--- src/rtl/mem_byte_sequencer_pkg.sv ---
// -----------------------------------------------------------------------------
// mem_byte_sequencer_pkg
// Shared types and helpers for the byte-serial data memory sequencer:
//   size_e      : CPU access size encoding (byte / half / word, 2'b11 = word)
//   state_e     : sequencer FSM state encoding
//   beat_count  : number of single-byte memory beats for an access size
//   is_misaligned : natural-alignment check for an access size and address
// -----------------------------------------------------------------------------
package mem_byte_sequencer_pkg;

    typedef enum logic [1:0] {
        SZ_BYTE     = 2'b00,
        SZ_HALF     = 2'b01,
        SZ_WORD     = 2'b10,
        SZ_WORD_ALT = 2'b11   // reserved code, behaves as a word
    } size_e;

    typedef enum logic [1:0] {
        S_IDLE   = 2'b00,
        S_ACCESS = 2'b01,
        S_DONE   = 2'b10
    } state_e;

    // Number of byte beats (1, 2 or 4) needed for one CPU access.
    function automatic logic [2:0] beat_count(input size_e size);
        case (size)
            SZ_BYTE: return 3'd1;
            SZ_HALF: return 3'd2;
            default: return 3'd4;
        endcase
    endfunction

    // Halfwords want addr[0]==0, words want addr[1:0]==0; bytes are always aligned.
    function automatic logic is_misaligned(input size_e size, input logic [1:0] addr_lo);
        case (size)
            SZ_BYTE: return 1'b0;
            SZ_HALF: return addr_lo[0];
            default: return addr_lo != 2'b00;
        endcase
    endfunction

endpackage

--- src/rtl/mem_byte_sequencer_if.sv ---
// -----------------------------------------------------------------------------
// mem_byte_sequencer_if
// Byte-wide data memory bus between the sequencer and the data memory.
//   we    : byte write enable (sampled by memory on rising clock edge)
//   re    : read enable
//   addr  : byte address, ADDR_W bits
//   wdata : write byte
//   rdata : read byte, combinational from addr
// Modports: master = sequencer, slave = data memory.
// -----------------------------------------------------------------------------
interface mem_byte_sequencer_if #(
    parameter int ADDR_W = 32
);
    logic              we;
    logic              re;
    logic [ADDR_W-1:0] addr;
    logic [7:0]        wdata;
    logic [7:0]        rdata;

    modport master (output we, re, addr, wdata, input rdata);
    modport slave  (input we, re, addr, wdata, output rdata);
endinterface

--- src/rtl/mem_load_extend.sv ---
// -----------------------------------------------------------------------------
// mem_load_extend
// Combinational load-data extension for the writeback path.
//   data     : assembled little-endian load bytes (upper lanes may be junk)
//   size     : access size; byte/half are extended from bit 7/15, word passes
//   zero_ext : 1 = zero-extend, 0 = sign-extend
//   result   : extended 32-bit load value
// -----------------------------------------------------------------------------
module mem_load_extend
    import mem_byte_sequencer_pkg::*;
(
    input  logic [31:0] data,
    input  size_e       size,
    input  logic        zero_ext,
    output logic [31:0] result
);

    always_comb begin
        case (size)
            SZ_BYTE: result = zero_ext ? {24'h000000, data[7:0]}
                                       : {{24{data[7]}}, data[7:0]};
            SZ_HALF: result = zero_ext ? {16'h0000, data[15:0]}
                                       : {{16{data[15]}}, data[15:0]};
            default: result = data;
        endcase
    end

endmodule

--- src/rtl/mem_byte_sequencer.sv ---
// -----------------------------------------------------------------------------
// mem_byte_sequencer
// Splits one CPU load/store (byte, half, word) into 1/2/4 little-endian
// single-byte transactions on a 32 x 8 data memory, stalling the pipeline
// until done, then presents the extended load data for one DONE cycle.
//
// Ports:
//   clk_i, rst_i          : clock, asynchronous active-high reset
//   mem_read_i/mem_write_i: load/store request (both set = store)
//   size_i, unsigned_i    : access size, zero-extend select for loads
//   addr_i, wdata_i       : byte address, store data (low bytes for byte/half)
//   stall_o               : hold the upstream pipeline registers
//   done_o                : one-cycle completion pulse
//   rdata_o               : extended load data (0 for stores), held until next done
//   misalign_o, oob_o     : check flags, valid with done_o
//   dm                    : byte-wide data memory bus (master side)
//
// Build option: define MEM_BYTE_FASTPATH_EN to complete byte-size requests
// combinationally in the IDLE cycle (no stall, no state change).
// -----------------------------------------------------------------------------
module mem_byte_sequencer
    import mem_byte_sequencer_pkg::*;
#(
    parameter int ADDR_W    = 32,
    parameter int MEM_BYTES = 32
) (
    input  logic                 clk_i,
    input  logic                 rst_i,
    input  logic                 mem_read_i,
    input  logic                 mem_write_i,
    input  logic [1:0]           size_i,
    input  logic                 unsigned_i,
    input  logic [ADDR_W-1:0]    addr_i,
    input  logic [31:0]          wdata_i,
    output logic                 stall_o,
    output logic                 done_o,
    output logic [31:0]          rdata_o,
    output logic                 misalign_o,
    output logic                 oob_o,
    mem_byte_sequencer_if.master dm
);

    localparam logic [ADDR_W-1:0] LIMIT = ADDR_W'(MEM_BYTES);

    // Latched request and progress.
    state_e            state;
    logic [1:0]        beat;
    size_e             size_q;
    logic              uns_q;
    logic [ADDR_W-1:0] addr_q;
    logic [31:0]       wdata_q;
    logic              store_q;
    logic [31:0]       asm_q;
    logic              mis_q;
    logic              oob_acc;

    // Registered completion outputs.
    logic              done_q;
    logic              mis_out_q;
    logic              oob_out_q;
    logic [31:0]       rdata_q;

    logic              req;
    logic [ADDR_W-1:0] beat_addr;
    logic              last_beat;
    logic              dm_in_range;
    logic [7:0]        rd_lane;
    logic [31:0]       next_asm;
    logic              fast_hit;
    logic [31:0]       ext_data;
    size_e             ext_size;
    logic              ext_uns;
    logic [31:0]       ext_result;
    logic [31:0]       fast_rdata;

    assign req       = mem_read_i | mem_write_i;
    // Wraps modulo 2^ADDR_W by construction of the adder width.
    assign beat_addr = addr_q + ADDR_W'(beat);
    assign last_beat = ({1'b0, beat} == (beat_count(size_q) - 3'd1));

`ifdef MEM_BYTE_FASTPATH_EN
    logic fast_in_range;
    assign fast_hit      = (state == S_IDLE) && req && !rst_i && (size_e'(size_i) == SZ_BYTE);
    assign fast_in_range = addr_i < LIMIT;
`else
    assign fast_hit = 1'b0;
`endif

    // Memory bus drive: sequenced beats in ACCESS, or the direct byte path.
    // NOTE: every signal written in an always_comb gets a default first, so no path leaves it unassigned and no latch is inferred.
    always_comb begin
        dm.we       = 1'b0;
        dm.re       = 1'b0;
        dm.addr     = '0;
        dm.wdata    = 8'h00;
        dm_in_range = 1'b0;
        if (state == S_ACCESS) begin
            dm_in_range = beat_addr < LIMIT;
            dm.addr     = beat_addr;
            dm.wdata    = wdata_q[{beat, 3'b000} +: 8];
            dm.we       = store_q & dm_in_range;
            dm.re       = ~store_q;
        end
`ifdef MEM_BYTE_FASTPATH_EN
        else if (fast_hit) begin
            dm_in_range = fast_in_range;
            dm.addr     = addr_i;
            dm.wdata    = wdata_i[7:0];
            dm.we       = mem_write_i & fast_in_range;
            dm.re       = ~mem_write_i;
        end
`endif
    end

    // Out-of-range beats contribute a zero lane instead of whatever the bus returns.
    assign rd_lane = dm_in_range ? dm.rdata : 8'h00;

    always_comb begin
        next_asm = asm_q;
        next_asm[{beat, 3'b000} +: 8] = rd_lane;
    end

    // One extender serves both the sequenced completion and the direct byte path.
    assign ext_data = fast_hit ? {24'h000000, rd_lane} : next_asm;
    assign ext_size = fast_hit ? SZ_BYTE : size_q;
    assign ext_uns  = fast_hit ? unsigned_i : uns_q;

    mem_load_extend u_extend (
        .data     (ext_data),
        .size     (ext_size),
        .zero_ext (ext_uns),
        .result   (ext_result)
    );

    assign fast_rdata = mem_write_i ? 32'h0 : ext_result;

    // Upstream stalls from the accepting cycle through the last beat; reset
    // forces every output low even with a request present.
    assign stall_o    = (state == S_ACCESS) ||
                        ((state == S_IDLE) && req && !rst_i && !fast_hit);
    assign done_o     = done_q | fast_hit;
    assign rdata_o    = fast_hit ? fast_rdata : rdata_q;
    assign misalign_o = mis_out_q;
`ifdef MEM_BYTE_FASTPATH_EN
    assign oob_o      = oob_out_q | (fast_hit & ~fast_in_range);
`else
    assign oob_o      = oob_out_q;
`endif

    // NOTE: sequential state uses non-blocking assignments so every register samples pre-edge values and ordering between blocks cannot matter.
    always_ff @(posedge clk_i or posedge rst_i) begin
        if (rst_i) begin
            state     <= S_IDLE;
            beat      <= 2'd0;
            size_q    <= SZ_BYTE;
            uns_q     <= 1'b0;
            addr_q    <= '0;
            wdata_q   <= 32'h0;
            store_q   <= 1'b0;
            asm_q     <= 32'h0;
            mis_q     <= 1'b0;
            oob_acc   <= 1'b0;
            done_q    <= 1'b0;
            mis_out_q <= 1'b0;
            oob_out_q <= 1'b0;
            rdata_q   <= 32'h0;
        end else begin
            // Completion flags are single-cycle pulses.
            done_q    <= 1'b0;
            mis_out_q <= 1'b0;
            oob_out_q <= 1'b0;
            case (state)
                S_IDLE: begin
                    if (fast_hit) begin
                        rdata_q <= fast_rdata;
                    end else if (req) begin
                        size_q  <= size_e'(size_i);
                        uns_q   <= unsigned_i;
                        addr_q  <= addr_i;
                        wdata_q <= wdata_i;
                        store_q <= mem_write_i;
                        mis_q   <= is_misaligned(size_e'(size_i), addr_i[1:0]);
                        asm_q   <= 32'h0;
                        oob_acc <= 1'b0;
                        beat    <= 2'd0;
                        state   <= S_ACCESS;
                    end
                end
                S_ACCESS: begin
                    asm_q   <= next_asm;
                    oob_acc <= oob_acc | ~dm_in_range;
                    beat    <= beat + 2'd1;
                    if (last_beat) begin
                        // Results are registered here so they are stable
                        // throughout DONE and held afterwards.
                        state     <= S_DONE;
                        done_q    <= 1'b1;
                        mis_out_q <= mis_q;
                        oob_out_q <= oob_acc | ~dm_in_range;
                        rdata_q   <= store_q ? 32'h0 : ext_result;
                    end
                end
                S_DONE: begin
                    // The request still present now is the one just finished.
                    state <= S_IDLE;
                end
                default: state <= S_IDLE;
            endcase
        end
    end

endmodule

--- src/flat_wrapper.sv ---
// flat-port wrapper written by rule: the top's interface ports become plain ports
module mem_byte_sequencer_flat import mem_byte_sequencer_pkg::*;
#(
    parameter int ADDR_W    = 32,
    parameter int MEM_BYTES = 32
)
  (clk_i, rst_i, mem_read_i, mem_write_i, size_i, unsigned_i, addr_i, wdata_i, stall_o, done_o, rdata_o, misalign_o, oob_o, dm_we, dm_re, dm_addr, dm_wdata, dm_rdata);
  mem_byte_sequencer_if #(.ADDR_W(ADDR_W)) dm_i ();
  input  logic clk_i;
  input  logic rst_i;
  input  logic mem_read_i;
  input  logic mem_write_i;
  input  logic [1:0] size_i;
  input  logic unsigned_i;
  input  logic [ADDR_W-1:0] addr_i;
  input  logic [31:0] wdata_i;
  output logic stall_o;
  output logic done_o;
  output logic [31:0] rdata_o;
  output logic misalign_o;
  output logic oob_o;
  output wire logic [$bits(dm_i.we)-1:0] dm_we;
  output wire logic [$bits(dm_i.re)-1:0] dm_re;
  output wire logic [$bits(dm_i.addr)-1:0] dm_addr;
  output wire logic [$bits(dm_i.wdata)-1:0] dm_wdata;
  input wire logic [$bits(dm_i.rdata)-1:0] dm_rdata;
  assign dm_we = dm_i.we;
  assign dm_re = dm_i.re;
  assign dm_addr = dm_i.addr;
  assign dm_wdata = dm_i.wdata;
  assign dm_i.rdata = dm_rdata;
  mem_byte_sequencer #(.ADDR_W(ADDR_W), .MEM_BYTES(MEM_BYTES)) u_core (.clk_i(clk_i), .rst_i(rst_i), .mem_read_i(mem_read_i), .mem_write_i(mem_write_i), .size_i(size_i), .unsigned_i(unsigned_i), .addr_i(addr_i), .wdata_i(wdata_i), .stall_o(stall_o), .done_o(done_o), .rdata_o(rdata_o), .misalign_o(misalign_o), .oob_o(oob_o), .dm(dm_i));
endmodule
--- config.mk ---
export PLATFORM = sky130hd
export DESIGN_NAME = mem_byte_sequencer_flat
export DESIGN_NICKNAME = d
export VERILOG_FILES = /design/src/rtl/mem_byte_sequencer_pkg.sv /design/src/rtl/mem_byte_sequencer_if.sv /design/src/rtl/mem_load_extend.sv /design/src/rtl/mem_byte_sequencer.sv /design/src/flat_wrapper.sv
export SDC_FILE = /design/constraint.sdc
export NUM_CORES = 1
export LEC_CHECK = 0
export BUFFER_PORTS_ARGS = -buffer_cell sky130_fd_sc_hd__buf_2
export CAP_MARGIN = 20
export CORE_MARGIN = 1.5
export CORE_UTILIZATION = 50
export DETAILED_ROUTE_END_ITERATION = 8
export PLACE_DENSITY_LB_ADDON = 0.08
export SLEW_MARGIN = 5
export SYNTH_ARGS = -nofsm -noshare
export SYNTH_HDL_FRONTEND = slang
export SYNTH_SLANG_ARGS = --single-unit
--- constraint.sdc ---
create_clock -name clk_i -period 13.56 [get_ports clk_i]
set_clock_uncertainty 0.1 [all_clocks]
set_input_delay 3.39 -clock clk_i [delete_from_list [all_inputs] [get_ports clk_i]]
set_output_delay 3.39 -clock clk_i [all_outputs]
set_load 0.005 [all_outputs]
==> results.md <==
- Syn_area_per_cell: 8.44 um2
- Port bufs: 156
- Die Height: 126 um
- ANT cells: 0
- Yosys reg bits: 141
- Critical path arrival: 4.58 ns
- Sequential share of the synthesized area: 0.466
- Final core utilization: 0.620
- Final worst setup slack: 5.49 ns
- Critical path class: input port to primary output
- Mapped Cells: 897
- Tcrit/Tclk final: 0.595
- Synth Cell Area: 7570 um2
- CTS buffer count: 17
- Total Power: 2.00 mW
- Fillers: 1,309
- Combinational family with the most area after synthesis: simple AND/OR/NAND/NOR gates
- Place WS: 5.50 ns
- Gate power share: 0.406
- Inst Count DP: 1,190
- Clock tree from TritonCTS: yes
- Worst slew margin: 0.328
- Simple-gate share of the synthesized area: 0.297
- CTS Hold Buffers Added: 0
- Final Critical Period: 8.07 ns
- Core Rows: 44
- Post-synth ARST share: 1.00
- Sw Share: 0.415
- Initial antenna violation count: 0
- Grt total ovfl: 0
- H-Tree Depth: 4
- Post-Route Setup TNS: 0 ns
- Drt total wl: 19.6 mm
- Clk sinks: 141
- Hold Fails Final Rpt: 0
- Syn Nets: 985
- Dominant synthesized flop cell: dfrtp_1
- Post-synthesis cell type count: 55
- Die ar.: 15,900 um2
- Startpoint Class: input port
- GPL Wtd Cong: 0.850
- Area Growth Syn to Fin: 19.9%
- Synth Warn #: 0
- Final ANT Viol Nets: 0
- Max Freq: 124 MHz
- Unrepaired setup endpoints after global routing: false
- Least-Margin Pin Slew: 1.00 ns
- Share of layout cells above drive strength 1: 0.216
- DR WL/cell: 16.0 um
- Leakage: 4.60 nW
- Max IR drop VDD: 104 uV
- Crit. End Element: primary output
- Clock tree buffer depth: 2
- FF-to-FF setup slack: 8.44 ns
- Tot GR Track Use: 0.258
- Pre-antenna DRT Iters: 7
- PD cells: 220 nW/um2
- Post-CTS setup buffer count: 0
- # setup viols final: 0
- Post-route non-filler standard cell count: 1,226
- Vias in the first global route: 6,464
- Post-synthesis mux area share: 0.0279
- Commonest non-fill, non-tap cell in the layout: nand2_1
- Critical Path RT: 10.07 ns
- CP max FO: 72
- Post-synth EDFFs: 0
- Post-route cell area: 9080 um2
- Seq pwr share: 0.350
- Power share of the clock group: 0.244
- Post-DP HPWL: 13.6 mm
- Via count: 6,736
- Clock Latency Late Sink: 0.42 ns
- Post-synthesis compound-gate area fraction: 0.111
- First DRT Iteration DRCs: 501
- Die W: 126 um
- Residual DRC: 7
- Post-CTS Resized: 0
- Failing checks: DRC
- Cell Int Power: 1.17 mW
- Run status: complete, but fails checks
- Area share of fa/ha/maj cells after synthesis: 0.0159
- Area after DPL: 8440 um2
- Psw: 828 uW
- Worst-path clk slew: 0.06 ns
- Most frequent cells in the layout: nand2_1 (270), buf_2 (156), dfrtp_1 (141), nor2_1 (66), nand3_1 (49)
- NumNets Final: 1,117
- Max cap viols: 0
- Hold WC Path Type: flip-flop to flip-flop
- First-pass GRT wire length: 32.6 mm
- XOR/XNOR share of the synthesized area: 0.0393
- # IOs: 157
- Hold slack: 0.372 ns
- Pin count of the biggest net entering global routing: 99
- Max-slew violations: 0
- Core area: 14,600 um2
- Clock Tree Root: clkbuf_16
- Via/cell ratio: 5.49
- Initial Util: 0.517
-- critical path, stage by stage --
cell and delay (ns):
buf_2 0.13, o21ai_4 0.14, buf_4 0.58, o21ai_0 0.15
buf_2 0.16
-- cell usage after synthesis (2+ instances only) --
cell / count / area share
xor2_1: 16 / 0.019
o21a_1: 3 / 0.0030
clkbuf_1: 44 / 0.022
dfrtp_1: 141 / 0.47
a21oi_1: 12 / 0.0079
a311o_1: 2 / 0.0026
nor4_1: 20 / 0.017
a22oi_1: 16 / 0.016
or3_1: 4 / 0.0033
nor2b_1: 3 / 0.0025
buf_2: 4 / 0.0026
nor4_4: 2 / 0.0056
buf_1: 6 / 0.0030
nand4_1: 21 / 0.017
and4_1: 2 / 0.0023
a31oi_1: 2 / 0.0017
nor3b_1: 2 / 0.0020
a21oi_2: 2 / 0.0023
nand2b_1: 4 / 0.0033
and2_1: 15 / 0.012
nor2_1: 66 / 0.033
o21ai_0: 47 / 0.031
a21o_1: 18 / 0.018
mux2i_1: 2 / 0.0026
xnor2_1: 18 / 0.021
nor3_1: 15 / 0.0099
nand3_1: 49 / 0.032
mux4_2: 8 / 0.024
a211oi_1: 2 / 0.0020
o21ai_1: 3 / 0.0020
o211ai_1: 2 / 0.0020
inv_1: 27 / 0.013
o31ai_1: 10 / 0.0099
nand2_1: 270 / 0.13
nand4b_1: 3 / 0.0035
ha_1: 8 / 0.013
and3_1: 10 / 0.0083
-- kinds of logic after synthesis --
| kind of cell | Yosys count |
|---|---|
| compound gates | 127 |
| fa+ha+maj | 9 |
| mux | 11 |
| buf+inv | 82 |
| flops | 141 |
| simple gates | 493 |
| xor+xnor | 34 |
-- layout make-up --
| type | count | area [um2] | area share |
|---|---|---|---|
| sequential | 141 | 3530 | 0.389 |
| timing repair buffer | 168 | 866 | 0.0953 |
| clock buffer | 19 | 453 | 0.0499 |
| clock inverter | 13 | 163 | 0.0179 |
| multi-input combinational | 674 | 3730 | 0.411 |
| tap | 184 | 230 | 0.0254 |
| inverter | 27 | 106 | 0.0117 |
-- path summary, 6_finish.rpt --
check,from,depth (start not counted),endpoint
max,mem_write_i,5,stall_o
min,u_core.rdata_o[27],2,u_core.rdata_o[27]
min in group asynchronous,rst_i,2,u_core.addr_q[5]
max in group asynchronous,rst_i,3,u_core.asm_q[6]
min reg2reg,u_core.rdata_o[27],2,u_core.rdata_o[27]
max reg2reg,u_core.beat[0],10,u_core.rdata_o[8]
-- metal layers --
layer / routed length (um) / GRT usage / part of all wire / vias up
li1: - / - / - / 3306
met1: 8840 / 0.352 / 0.45 / 3200
met2: 9410 / 0.419 / 0.48 / 196
met3: 1040 / 0.0535 / 0.053 / 34
met4: 334 / 0.0771 / 0.017 / 0
met5: 0 / 0 / 0 / -
-- state kept, by name, summed over array words and instances (netlist names), 2 cells and up --
name and flops:
u_core.addr_q 32, u_core.asm_q 32, u_core.rdata_o 32, u_core.ext_size 2, u_core.beat 2, u_core.state 2
u_core.wdata_q 32
-- power groups by stage --
stage	logic [mW]	clock network (mW)	registers [mW]
4_1_cts	0.812	0.492	0.699
6_report	0.811	0.486	0.700
3_5_place_dp	0.806	0	0.706
3_3_place_gp	0.796	0	0.701
2_1_floorplan	0.612	0	0.630
5_1_grt	0.915	0.514	0.723
No activity file was read; power rests on OpenSTA's default activity.
